**config.mk**
```make
export PLATFORM = sky130hd
export DESIGN_NAME = itype_instr_encoder
export DESIGN_NICKNAME = d
export VERILOG_FILES = /design/src/rtl/riscv_pkg.sv /design/src/rtl/itype_field_pack.sv /design/src/rtl/itype_instr_encoder.sv
export SDC_FILE = /design/constraint.sdc
export NUM_CORES = 1
export LEC_CHECK = 0
export BUFFER_PORTS_ARGS = -buffer_cell sky130_fd_sc_hd__buf_4
export CAP_MARGIN = 20
export CELL_PAD_IN_SITES_DETAIL_PLACEMENT = 1
export CELL_PAD_IN_SITES_GLOBAL_PLACEMENT = 1
export CORE_UTILIZATION = 36
export DETAILED_ROUTE_END_ITERATION = 6
export GPL_TIMING_DRIVEN = 1
export PLACE_DENSITY_LB_ADDON = 0.1
export SLEW_MARGIN = 10
export SYNTH_ARGS = -nofsm -noshare
export SYNTH_HDL_FRONTEND = slang
export SYNTH_HIERARCHICAL = 1
export SYNTH_SLANG_ARGS = --single-unit
```
**constraint.sdc**
```tcl
create_clock -name clk -period 1.5 [get_ports clk]
set_input_delay 0.225 -clock clk [delete_from_list [all_inputs] [get_ports clk]]
set_output_delay 0.225 -clock clk [all_outputs]
set_load 0.05 [all_outputs]
```
**src/rtl/riscv_pkg.sv**
```systemverilog
// Shared RV32I encoding constants and the OP-IMM encoder state type.
// Configuration macro: LI_EXPAND_EN adds the LUI+ADDI expansion states.
package riscv_pkg;

    localparam int XLEN = 32;

    localparam logic [6:0] OPC_OPIMM = 7'b0010011;
    localparam logic [6:0] OPC_LUI   = 7'b0110111;

    localparam logic [2:0] F3_ADDI  = 3'b000;
    localparam logic [2:0] F3_SLLI  = 3'b001;
    localparam logic [2:0] F3_SLTI  = 3'b010;
    localparam logic [2:0] F3_SLTIU = 3'b011;
    localparam logic [2:0] F3_XORI  = 3'b100;
    localparam logic [2:0] F3_SRXI  = 3'b101;
    localparam logic [2:0] F3_ORI   = 3'b110;
    localparam logic [2:0] F3_ANDI  = 3'b111;

    localparam logic [6:0] F7_SRAI = 7'b0100000;
    localparam logic [6:0] F7_ZERO = 7'b0000000;

    typedef enum logic [1:0] {
        ST_IDLE,
        ST_HOLD
`ifdef LI_EXPAND_EN
        ,
        ST_EMIT_LUI,
        ST_EMIT_ADDI
`endif
    } enc_state_e;

    // Shift-immediate ops are the only ones with funct3[1:0] == 01.
    function automatic logic is_shift(input logic [2:0] funct3);
        return funct3[1:0] == 2'b01;
    endfunction

endpackage

```
**src/rtl/itype_field_pack.sv**
```systemverilog
// Combinational field packer for OP-IMM words, with range check.
// Configuration macro: LI_EXPAND_EN adds the LUI / trailing ADDI words.
module itype_field_pack
    import riscv_pkg::*;
(
    input  logic [2:0]      funct3_i,
    input  logic            arith_i,
    input  logic [4:0]      rd_i,
    input  logic [4:0]      rs1_i,
    input  logic [XLEN-1:0] imm_i,
    output logic [31:0]     instr_o,
    output logic            in_range_o
`ifdef LI_EXPAND_EN
    ,
    output logic [31:0]     lui_instr_o,
    output logic [31:0]     addi_instr_o,
    output logic            lo_zero_o,
    output logic            expand_ok_o
`endif
);

    logic       shift;
    logic [6:0] funct7;

    assign shift  = is_shift(funct3_i);
    // arith only matters for the right-shift encoding.
    assign funct7 = (funct3_i == F3_SRXI && arith_i) ? F7_SRAI : F7_ZERO;

    // Shifts need an unsigned 0..31 amount; others need imm[31:11] to be a sign extension.
    assign in_range_o = shift ? (imm_i[31:5] == '0)
                              : ((&imm_i[31:11]) | ~(|imm_i[31:11]));

    assign instr_o = shift ? {funct7, imm_i[4:0], rs1_i, funct3_i, rd_i, OPC_OPIMM}
                           : {imm_i[11:0], rs1_i, funct3_i, rd_i, OPC_OPIMM};

`ifdef LI_EXPAND_EN
    logic [31:0] rounded;

    // The +0x800 compensates for ADDI sign-extending its 12-bit low part.
    assign rounded      = imm_i + 32'h0000_0800;
    assign lui_instr_o  = {rounded[31:12], rd_i, OPC_LUI};
    assign addi_instr_o = {imm_i[11:0], rd_i, F3_ADDI, rd_i, OPC_OPIMM};
    assign lo_zero_o    = (imm_i[11:0] == 12'h000);
    assign expand_ok_o  = (funct3_i == F3_ADDI) && (rs1_i == 5'd0);
`endif

endmodule

```
**src/rtl/itype_instr_encoder.sv**
```systemverilog
// RV32I OP-IMM instruction encoder with valid/ready on both sides and a
// registered output word.
// Configuration macro: LI_EXPAND_EN expands wide li-style ADDI constants
// into a LUI+ADDI pair; undefined, every out-of-range immediate is rejected.
module itype_instr_encoder
    import riscv_pkg::*;
(
    input  logic            clk,
    input  logic            rst_n,
    input  logic            in_valid,
    output logic            in_ready,
    input  logic [2:0]      in_funct3,
    input  logic            in_arith,
    input  logic [4:0]      in_rd,
    input  logic [4:0]      in_rs1,
    input  logic [XLEN-1:0] in_imm,
    output logic            out_valid,
    input  logic            out_ready,
    output logic [31:0]     out_instr,
    output logic            out_err
);

    enc_state_e  state_q, state_d;
    logic [31:0] instr_q, instr_d;
    logic        err_q, err_d;
    logic [31:0] pk_instr;
    logic        pk_in_range;
    logic        accept;

`ifdef LI_EXPAND_EN
    logic [31:0] pend_q, pend_d;
    logic [31:0] pk_lui, pk_addi;
    logic        pk_lo_zero, pk_expand_ok;
`endif

    itype_field_pack u_pack (
        .funct3_i     (in_funct3),
        .arith_i      (in_arith),
        .rd_i         (in_rd),
        .rs1_i        (in_rs1),
        .imm_i        (in_imm),
        .instr_o      (pk_instr),
        .in_range_o   (pk_in_range)
`ifdef LI_EXPAND_EN
        ,
        .lui_instr_o  (pk_lui),
        .addi_instr_o (pk_addi),
        .lo_zero_o    (pk_lo_zero),
        .expand_ok_o  (pk_expand_ok)
`endif
    );

    // A HOLD word being taken this cycle frees the slot for a back-to-back request.
    assign in_ready  = (state_q == ST_IDLE) || (state_q == ST_HOLD && out_ready);
    assign accept    = in_valid && in_ready;
    assign out_valid = (state_q != ST_IDLE);
    assign out_instr = instr_q;
    assign out_err   = err_q;

    // Next-state and output-word selection.
    always_comb begin
        // NOTE: every variable gets a default first so no path infers a latch.
        state_d = state_q;
        instr_d = instr_q;
        err_d   = 1'b0;
`ifdef LI_EXPAND_EN
        pend_d  = pend_q;
`endif
        case (state_q)
            ST_IDLE: ;
            ST_HOLD: if (out_ready) state_d = ST_IDLE;
`ifdef LI_EXPAND_EN
            ST_EMIT_LUI: begin
                if (out_ready) begin
                    state_d = ST_EMIT_ADDI;
                    instr_d = pend_q;
                end
            end
            ST_EMIT_ADDI: if (out_ready) state_d = ST_IDLE;
`endif
            default: state_d = ST_IDLE;
        endcase

        if (accept) begin
            if (pk_in_range) begin
                instr_d = pk_instr;
                state_d = ST_HOLD;
            end
`ifdef LI_EXPAND_EN
            else if (pk_expand_ok) begin
                // A zero low part needs no ADDI, so the LUI behaves as a single word.
                instr_d = pk_lui;
                pend_d  = pk_addi;
                state_d = pk_lo_zero ? ST_HOLD : ST_EMIT_LUI;
            end
`endif
            else begin
                err_d   = 1'b1;
                state_d = ST_IDLE;
            end
        end
    end

    // State, output word and error pulse registers.
    always_ff @(posedge clk or negedge rst_n) begin
        if (!rst_n) begin
            state_q <= ST_IDLE;
            instr_q <= '0;
            err_q   <= 1'b0;
`ifdef LI_EXPAND_EN
            pend_q  <= '0;
`endif
        end else begin
            // NOTE: non-blocking assignments so all registers update from pre-edge values.
            state_q <= state_d;
            instr_q <= instr_d;
            err_q   <= err_d;
`ifdef LI_EXPAND_EN
            pend_q  <= pend_d;
`endif
        end
    end

endmodule
```
* After elaboration in Yosys (flattened, before gate mapping)
Index checks and enable logic that the tools add are counted.
Word-level totals: register bits 35, output and inout port bits 35
Cells by class: equal/unequal tests 5, mux-type cells 9, bitwise logic cells 2, reduce and logical (&&, ||, !) cells 11
Operators by type and width (number):
- 32-bit 2-to-1 mux | 1
- 27-bit zero test | 1
- 21-bit AND reduction | 1
- 21-bit OR reduction | 1
- 6-bit 2-to-1 mux | 1
- 2-bit by 1-bit equality test with 1-bit output, second input constant | 2
- 1-bit 2-to-1 mux | 4
- 2-bit 2-to-1 mux | 2
- 2-bit case mux with 2 select lines | 1
- 2-bit AND reduction | 2
- 3-bit equality test, second input constant | 1
- 1-bit logical AND | 3
- 3-bit inequality test, second input constant | 1
- 2-bit zero test | 1
- 2-bit inequality test, second input constant | 1
- 2-bit nonzero test | 1
- 1-bit logical OR | 1
- 1-bit NOT | 1
- 1-bit OR | 1

* Logic depth before layout (Yosys ltp)
Gate-level depths: netlist (run 1).
depth in word-level cells 6, depth in mapped cells 9, depth with buffers taken out 7

* By module
The synthesis (run 1) kept the hierarchy.
By module, submodules not included:
- itype_instr_encoder | times used 1, cells an instance 76, area each 1437.6 um2, seq. area each 850.8 um2
- itype_field_pack | times used 1, cells an instance 56, area each 369.1 um2, seq. area each 0.0 um2

* Least setup slack after synthesis (run 1)
Ideal clock, no wire load.
kind in2reg, start point input port in_imm[14], end point register instr_q[10], in the netlist out_instr[10], arrival 2.150 ns, data required time 1.375 ns, path slack -0.775 ns, cell stages on the path 8, path through or4_1 > or4_1 > a21oi_1 > nand2_1 > nor2b_4 > buf_6 > buf_12 > mux2_4
On the way: word-level cells in the longest chain between the ends 5, elaborated cells between the ends (all ways) 7, those cells by class mux (1); bitwise (2); reduce/logical (4)
RTL lines:
- start: declaration | RTL line itype_instr_encoder.sv:16 | input logic [XLEN-1:0] in_imm,
- 21-bit OR reduction | RTL line itype_field_pack.sv:31 | : ((&imm_i[31:11]) | ~(|imm_i[31:11]));
- 1-bit NOT | RTL line itype_field_pack.sv:31
- 1-bit OR | RTL line itype_field_pack.sv:31
- 1-bit 2-to-1 mux (*) | RTL line itype_field_pack.sv:30 | assign in_range_o = shift ? (imm_i[31:5] == '0)
- net pk_in_range | RTL line itype_instr_encoder.sv:27 | logic pk_in_range;
- 2-bit AND reduction (no source line) (*)
- end signal: assignment | RTL line itype_instr_encoder.sv:116 | instr_q <= instr_d;
- end: declaration | RTL line itype_instr_encoder.sv:24 | logic [31:0] instr_q, instr_d;
Mark *: on every way through the listed nets, which the timed path passes. The rest lies on a longest branch. A chain may end at the register's enable or synchronous reset.

* Final worst setup path (run 1)
start point input port in_imm[14], end point register instr_q[7], in the netlist out_instr[7]
Same word-level chain as after synthesis.

==> flow_summary_export.csv, run 1 <==
group,metric,value,unit
placement,routabilityCongestion,0.683,
grt,grt_pass1_wl,6440,µm
timing,maxSlewViolCount,0,
synthesis,netlist.area_leader.share,47.1,%
synthesis,netlist_instances,132,
placement,dp_cells,266,
worst_setup_path,cp_num_buf_inv,3,
timing,fin_ws,-0.618,ns
grt,grt_max_degree,35,
final_layout,final_layout_size_suffix_gt1_share,67.1,%
route,drt_iter0_drc,21,
worst_setup_path,cp.required,1.66,ns
final_layout,utilization,53.2,%
final_layout,finalNetCount,262,
worst_setup_path,critical_path_class,"in -> reg",
clock_network,cts-buffers-inserted,5,
route,via_count,1261,
synthesis,ys_top_cells_by_count,"34 x dfrtp_1, 30 x mux2_4, 25 x buf_4",
worst_setup_path,cp-start-kind,"input port",
route,drt.antenna.violating_nets,0,
clock_network,cts_tree,"done",
synthesis,yosysSeqAreaShare,47.1,%
timing,rsz0062_at_grt,"true",
synthesis,async_flop_share,100,%
final_layout,multiInputGateArea,737,µm²
min_path,hold_path.class,"in -> reg",
grt,grt_remaining_overflow,0,
synthesis,ys_types,21,
synthesis,ys_warn_count,6,
worst_setup_path,worst_ep_arrival_time,2.28,ns
final_layout,antennaDiodeCount,0,
synthesis,synth_mux_area_share,26.2,%
power_and_ir_drop,powerDensity,697,nW/µm²
worst_setup_path,critPathCaptureType,"flop",
timing,finalCriticalPeriod,2.12,ns
clock_network,clock-sinks,34,
synthesis,synthAdderAreaFrac,0,%
clock_network,ctsHtreeMaxLevel,2,
synthesis,yosys.area_share.simple,11.1,%
timing,hold_viol_final,0,
synthesis,synth_area,1810,µm²
power_and_ir_drop,vdd_drop_max,0.361,mV
synthesis,synth_compound_area_share,0.831,%
grt,antenna_found_initial,0,
worst_setup_path,cpMaxStageDelayCell,"or4_4",
route,maxUsedRoutingLayer,"met4",
placement,dp_hpwl,3160,µm
clock_network,clock_path_buffers,2,
synthesis,synth-edff-count,0,
route,wl_met2,2150,µm
placement,port-buffer-count,84,
synthesis,synth_xor_area_share,0,%
worst_setup_path,critPathTopFamily,"simple AND/OR/NAND/NOR gates",
timing,max_freq,472,MHz
die,design.portCount,85,
route,avgRoutedWirePerCell,14.6,µm
clock_network,path_clk_slew,0.07,ns
synthesis,ys_ff_latch,34,
final_layout,fin_area,2550,µm²
status,outcome,"finished, violations left",
power_and_ir_drop,p_leak,1.33,nW
placement,placed_area,2350,µm²
timing,fin_hold_ws,0.173,ns
clock_network,root_buffer,"clkbuf_8",
synthesis,synth_top_family_by_area,"multiplexers",
worst_setup_path,worstPathMaxFanout,7,
die,die_x,72.8,µm
synthesis,yosysTopAreaCell,"dfrtp_1",
die,initial_core_util,37.8,%
final_layout,fin_cells,280,
timing,finalCritPeriodShare,141,%
worst_setup_path,cp_cell_sequence,"buf_6 > or4_4 > or4_4 > a21oi_4 > nand2_2 > nor2b_4 > buf_6 > buf_8 > mux2_4",
die,fp.coreArea,4790,µm²
grt,grt.total_usage,16.5,%
power_and_ir_drop,power,1.77,mW
final_layout,synthToLayoutAreaGrowth,41.0,%
worst_setup_path,slowest_delay,0.51,ns
die,rows,25,
synthesis,synth_flop_cell,"dfrtp_1",
synthesis,synth_area_per_cell,13.7,µm²
clock_network,clk_latency,0.28,ns
timing,fin_skew,0.00243,ns
worst_setup_path,ff2ff_setup_slack,0.12,ns
route,drt-met1-wl,1580,µm
route,drt-total-wl,4090,µm
die,dieArea,5310,µm²
timing,setup_viol,32,
flow_run,cap_violations,0,
synthesis,yosysMostFrequentCell,"dfrtp_1",
route,drtPass1Iterations,3,
grt,grt_pass1_vias,1418,
status,violations,"setup timing",
route,avgViaCountPerCell,4.50,
final_layout,seq_area,851,µm²
route,drc_errors,0,
synthesis,yosys-top-cells-area,"dfrtp_1 47%, mux2_4 25%, buf_4 10%, buf_12 3.3%, and2_1 2.1%",
die,die_y,72.8,µm
route,dr_wl_met3,318,µm
final_layout,num-fill-cells,522,
-- layer usage --
| metal | vias up | global-route usage (%) |
|---|---|---|
| li1 | 583 | - |
| met1 | 617 | 17.8 |
| met2 | 57 | 29.8 |
| met3 | 4 | 6.35 |
| met4 | 0 | 5.23 |
| met5 | - | 0 |
-- where the power goes --
part / total [mW] / switching, mW / leakage [nW] / internal [mW]
sequential: 0.919 / 0.000383 / 0.473 / 0.918
clock: 0.678 / 0.308 / 0.0482 / 0.370
combinational: 0.178 / 0.0704 / 0.806 / 0.108
-- layout by cell type, fill, tap and decap left out, types with 2 or more instances in the layout --
cell	instances
nor2_1	3
mux2_2	2
nand2_1	4
buf_6	5
buf_8	2
dfrtp_1	34
and2_1	6
conb_1	7
mux2_4	30
clkbuf_8	6
or4_4	2
nand4_1	6
nor4_1	4
buf_4	88
-- worst register-to-register path, delay by kind of cell, from the launching register on --
kind / cells / cell delay (ns)
flops: 1 / 0.39
mux: 1 / 0.28
simple gates: 2 / 0.22
buf+inv: 3 / 0.38
-- kinds of logic (layout without fill, tap and decap cells) --
kind of cell | after synthesis | count (layout)
and+or+nand+nor | 32 | 32
other | 2 | 7
DFF | 34 | 34
muxes | 32 | 32
buffers and inverters | 29 | 105
AOI/OAI and AO/OA | 3 | 3
-- final cells by class --
class                      instances  share of cell area (%)
clock buffer                       7                    3.39
clock inverter                     1                   0.196
multi-input combinational         74                    28.9
sequential                        34                    33.4
tap                               67                    3.29
timing repair buffer              97                    30.8
-- through the flow --
stage / worst slack (ns) / setup TNS, ns
after floorplan: -0.739 / -22.95
after global placement: -0.898 / -27.97
after detailed placement: -0.962 / -29.82
after CTS: -0.635 / -18.90
after global routing: -0.668 / -20.50
final: -0.618 / -18.83
-- flip-flops by register name, indices dropped and copies added (netlist names) --
signal,cells
out_instr,32
out_err,1
state_q,1
-- path summary, 6_finish.rpt --
path / end / from / cells past startpoint
worst max register to register: out_instr[0] / state_q[0] / 6
max in group asynchronous: out_instr[9] / rst_n / 2
worst min-delay path: out_instr[23] / in_imm[3] / 2
min in group asynchronous: out_instr[16] / rst_n / 2
worst max-delay path: out_instr[7] / in_imm[14] / 9
worst min register to register: out_instr[11] / out_instr[11] / 1
-- timing repair --
action / 4_1_cts / 5_1_grt
endpoints found under the setup margin: 32 / 32
hold endpoints to repair: 34 / 0
cloned: 1 / 0
hold buffers: 1 / 0
setup buffers: 4 / 1
gates resized for setup: 7 / 6
Note: power is estimated with default switching activity, not from simulation.
==> run 2: changes to the inputs <==
--- a/config.mk
+++ b/config.mk
@@ -9,7 +9,7 @@
 export CAP_MARGIN = 20
 export CELL_PAD_IN_SITES_DETAIL_PLACEMENT = 1
 export CELL_PAD_IN_SITES_GLOBAL_PLACEMENT = 1
-export CORE_UTILIZATION = 36
+export CORE_UTILIZATION = 32
 export DETAILED_ROUTE_END_ITERATION = 6
 export GPL_TIMING_DRIVEN = 1
 export PLACE_DENSITY_LB_ADDON = 0.1
==> constraint.sdc (replaced) <==
create_clock -name clk -period 1.88 [get_ports clk]
set_input_delay 0.282 -clock clk [delete_from_list [all_inputs] [get_ports clk]]
set_output_delay 0.282 -clock clk [all_outputs]
set_load 0.05 [all_outputs]
==> flow_summary_export.csv, run 2 (same netlist as run 1, synthesis figures left out) <==
group,metric,value,unit
route,via_count,1252,
timing,finalCritPeriodShare,118,%
flow_run,cap_violations,0,
final_layout,final_cell_mix,"91 x buf_4, 34 x dfrtp_1, 30 x mux2_4",
route,drt.antenna.violating_nets,0,
timing,fin_skew,0.00384,ns
final_layout,synthToLayoutAreaGrowth,43.5,%
route,avgRoutedWirePerCell,14.3,µm
worst_setup_path,cp-start-kind,"input port",
timing,setup_viol,32,
route,dr_wl_met3,255,µm
die,die_y,77.1,µm
power_and_ir_drop,vdd_drop_max,0.224,mV
worst_setup_path,cp_cell_sequence,"buf_6 > or4_4 > or4_4 > a21oi_4 > nand2_2 > nor2b_4 > buf_6 > clkbuf_16 > mux2_4",
final_layout,finalNetCount,265,
timing,fin_ws,-0.333,ns
final_layout,final_layout_size_suffix_gt1_share,67.8,%
timing,rsz0062_at_grt,"true",
status,outcome,"finished, violations left",
die,dieArea,5950,µm²
clock_network,root_buffer,"clkbuf_8",
final_layout,fin_cells,284,
route,drt-met1-wl,1630,µm
route,wl_met2,2130,µm
grt,antenna_found_initial,0,
placement,port-buffer-count,84,
route,drt-total-wl,4070,µm
status,violations,"setup timing",
final_layout,mostFrequentLayoutCell,"buf_4",
clock_network,cts_tree,"done",
worst_setup_path,worstPathMaxFanout,6,
clock_network,clock_path_buffers,2,
route,drtPass1Iterations,2,
grt,grt_pass1_wl,6730,µm
clock_network,path_clk_slew,0.06,ns
route,maxUsedRoutingLayer,"met4",
placement,dp_hpwl,3050,µm
clock_network,cts-buffers-inserted,5,
final_layout,num-fill-cells,582,
clock_network,ctsHtreeMaxLevel,2,
worst_setup_path,critPathCaptureType,"flop",
die,initial_core_util,34.3,%
final_layout,largest_reg_flops,32,
worst_setup_path,worst_ep_arrival_time,2.37,ns
route,drc_errors,0,
grt,grt_max_degree,35,
power_and_ir_drop,powerDensity,533,nW/µm²
die,fp.coreArea,5270,µm²
placement,routabilityCongestion,0.709,
die,rows,26,
die,design.portCount,85,
grt,grt_remaining_overflow,0,
clock_network,clk_latency,0.27,ns
power_and_ir_drop,p_leak,1.35,nW
worst_setup_path,critPathTopFamily,"simple AND/OR/NAND/NOR gates",
final_layout,multiInputGateArea,737,µm²
timing,hold_viol_final,0,
worst_setup_path,cp_num_buf_inv,3,
timing,max_freq,452,MHz
min_path,hold_path.class,"in -> reg",
worst_setup_path,critical_path_class,"in -> reg",
grt,grt.total_usage,14.5,%
timing,setup_tns,-9.72,ns
clock_network,clock-sinks,34,
placement,dp_cells,267,
power_and_ir_drop,power,1.38,mW
grt,grt_pass1_vias,1442,
final_layout,seq_area,851,µm²
worst_setup_path,cpMaxStageDelayCell,"or4_4",
timing,maxSlewViolCount,0,
route,avgViaCountPerCell,4.41,
worst_setup_path,cp.required,2.03,ns
die,die_x,77.1,µm
worst_setup_path,slowest_delay,0.51,ns
timing,finalCriticalPeriod,2.21,ns
route,drt_iter0_drc,28,
final_layout,antennaDiodeCount,0,
-- run 2: changes by cell type in the layout (fill, tap and decap cells not counted), sizes merged --
cell | previous run | this run
clkinv | 1 | 0
buf | 96 | 98
-- run 2: worst register-to-register path: stages, from the launching register on --
cell and delay (ns):
dfrtp_1 0.39, nand2b_4 0.08, nor2b_4 0.14, buf_6 0.12
clkbuf_16 0.16, buf_8 0.12, mux2_4 0.29
-- run 2: power by group --
group,internal (mW),switching (mW)
logic,0.0819,0.0542
clock network,0.282,0.231
registers,0.733,0.000375
-- run 2: worst paths after layout --
kind	slack, ns	depth (start not counted)	start	end
min in group asynchronous	0.49	2	rst_n	out_instr[4]
worst min-delay path	0.24	2	in_imm[3]	out_instr[23]
worst max-delay path	-0.33	9	in_imm[14]	out_instr[19]
worst min register to register	0.51	1	out_instr[11]	out_instr[11]
max in group asynchronous	1.08	2	rst_n	out_instr[5]
worst max register to register	0.45	6	state_q[0]	out_instr[0]
-- run 2: area by class of cell --
cell class	instances	area share, %
Clock buffer	6	3.19
Multi-Input combinational cell	74	28.4
Sequential cell	34	32.8
Tap cell	70	3.38
Timing Repair Buffer	100	32.2
-- run 2: per-layer routing --
metal  vias to the layer above  track usage, %
li1                        589               -
met1                       603            16.7
met2                        55            25.6
met3                         5            3.69
met4                         0            5.66
met5                         -               0
-- run 2: timing repair --
action | 4_1_cts | 5_1_grt
gates cloned | 1 | 1
buffers inserted | 7 | 2
pin swaps | 0 | 0
hold endpoints to repair | 34 | 0
endpoints found under the setup margin | 32 | 32
gates resized for setup | 6 | 6
hold buffers | 1 | 0
-- run 2: per-stage QoR --
step	hold WS [ns]	worst slack [ns]	utilization (%)	area, µm²
6_report	0.238	-0.333	49.2	2590
5_1_grt	0.226	-0.387	49.2	2590
4_1_cts	0.228	-0.329	48.4	2550
3_5_place_dp	0.260	-0.652	44.7	2350
3_3_place_gp	0.247	-0.601	44.7	2350
2_1_floorplan	-0.0136	-0.416	-	1830
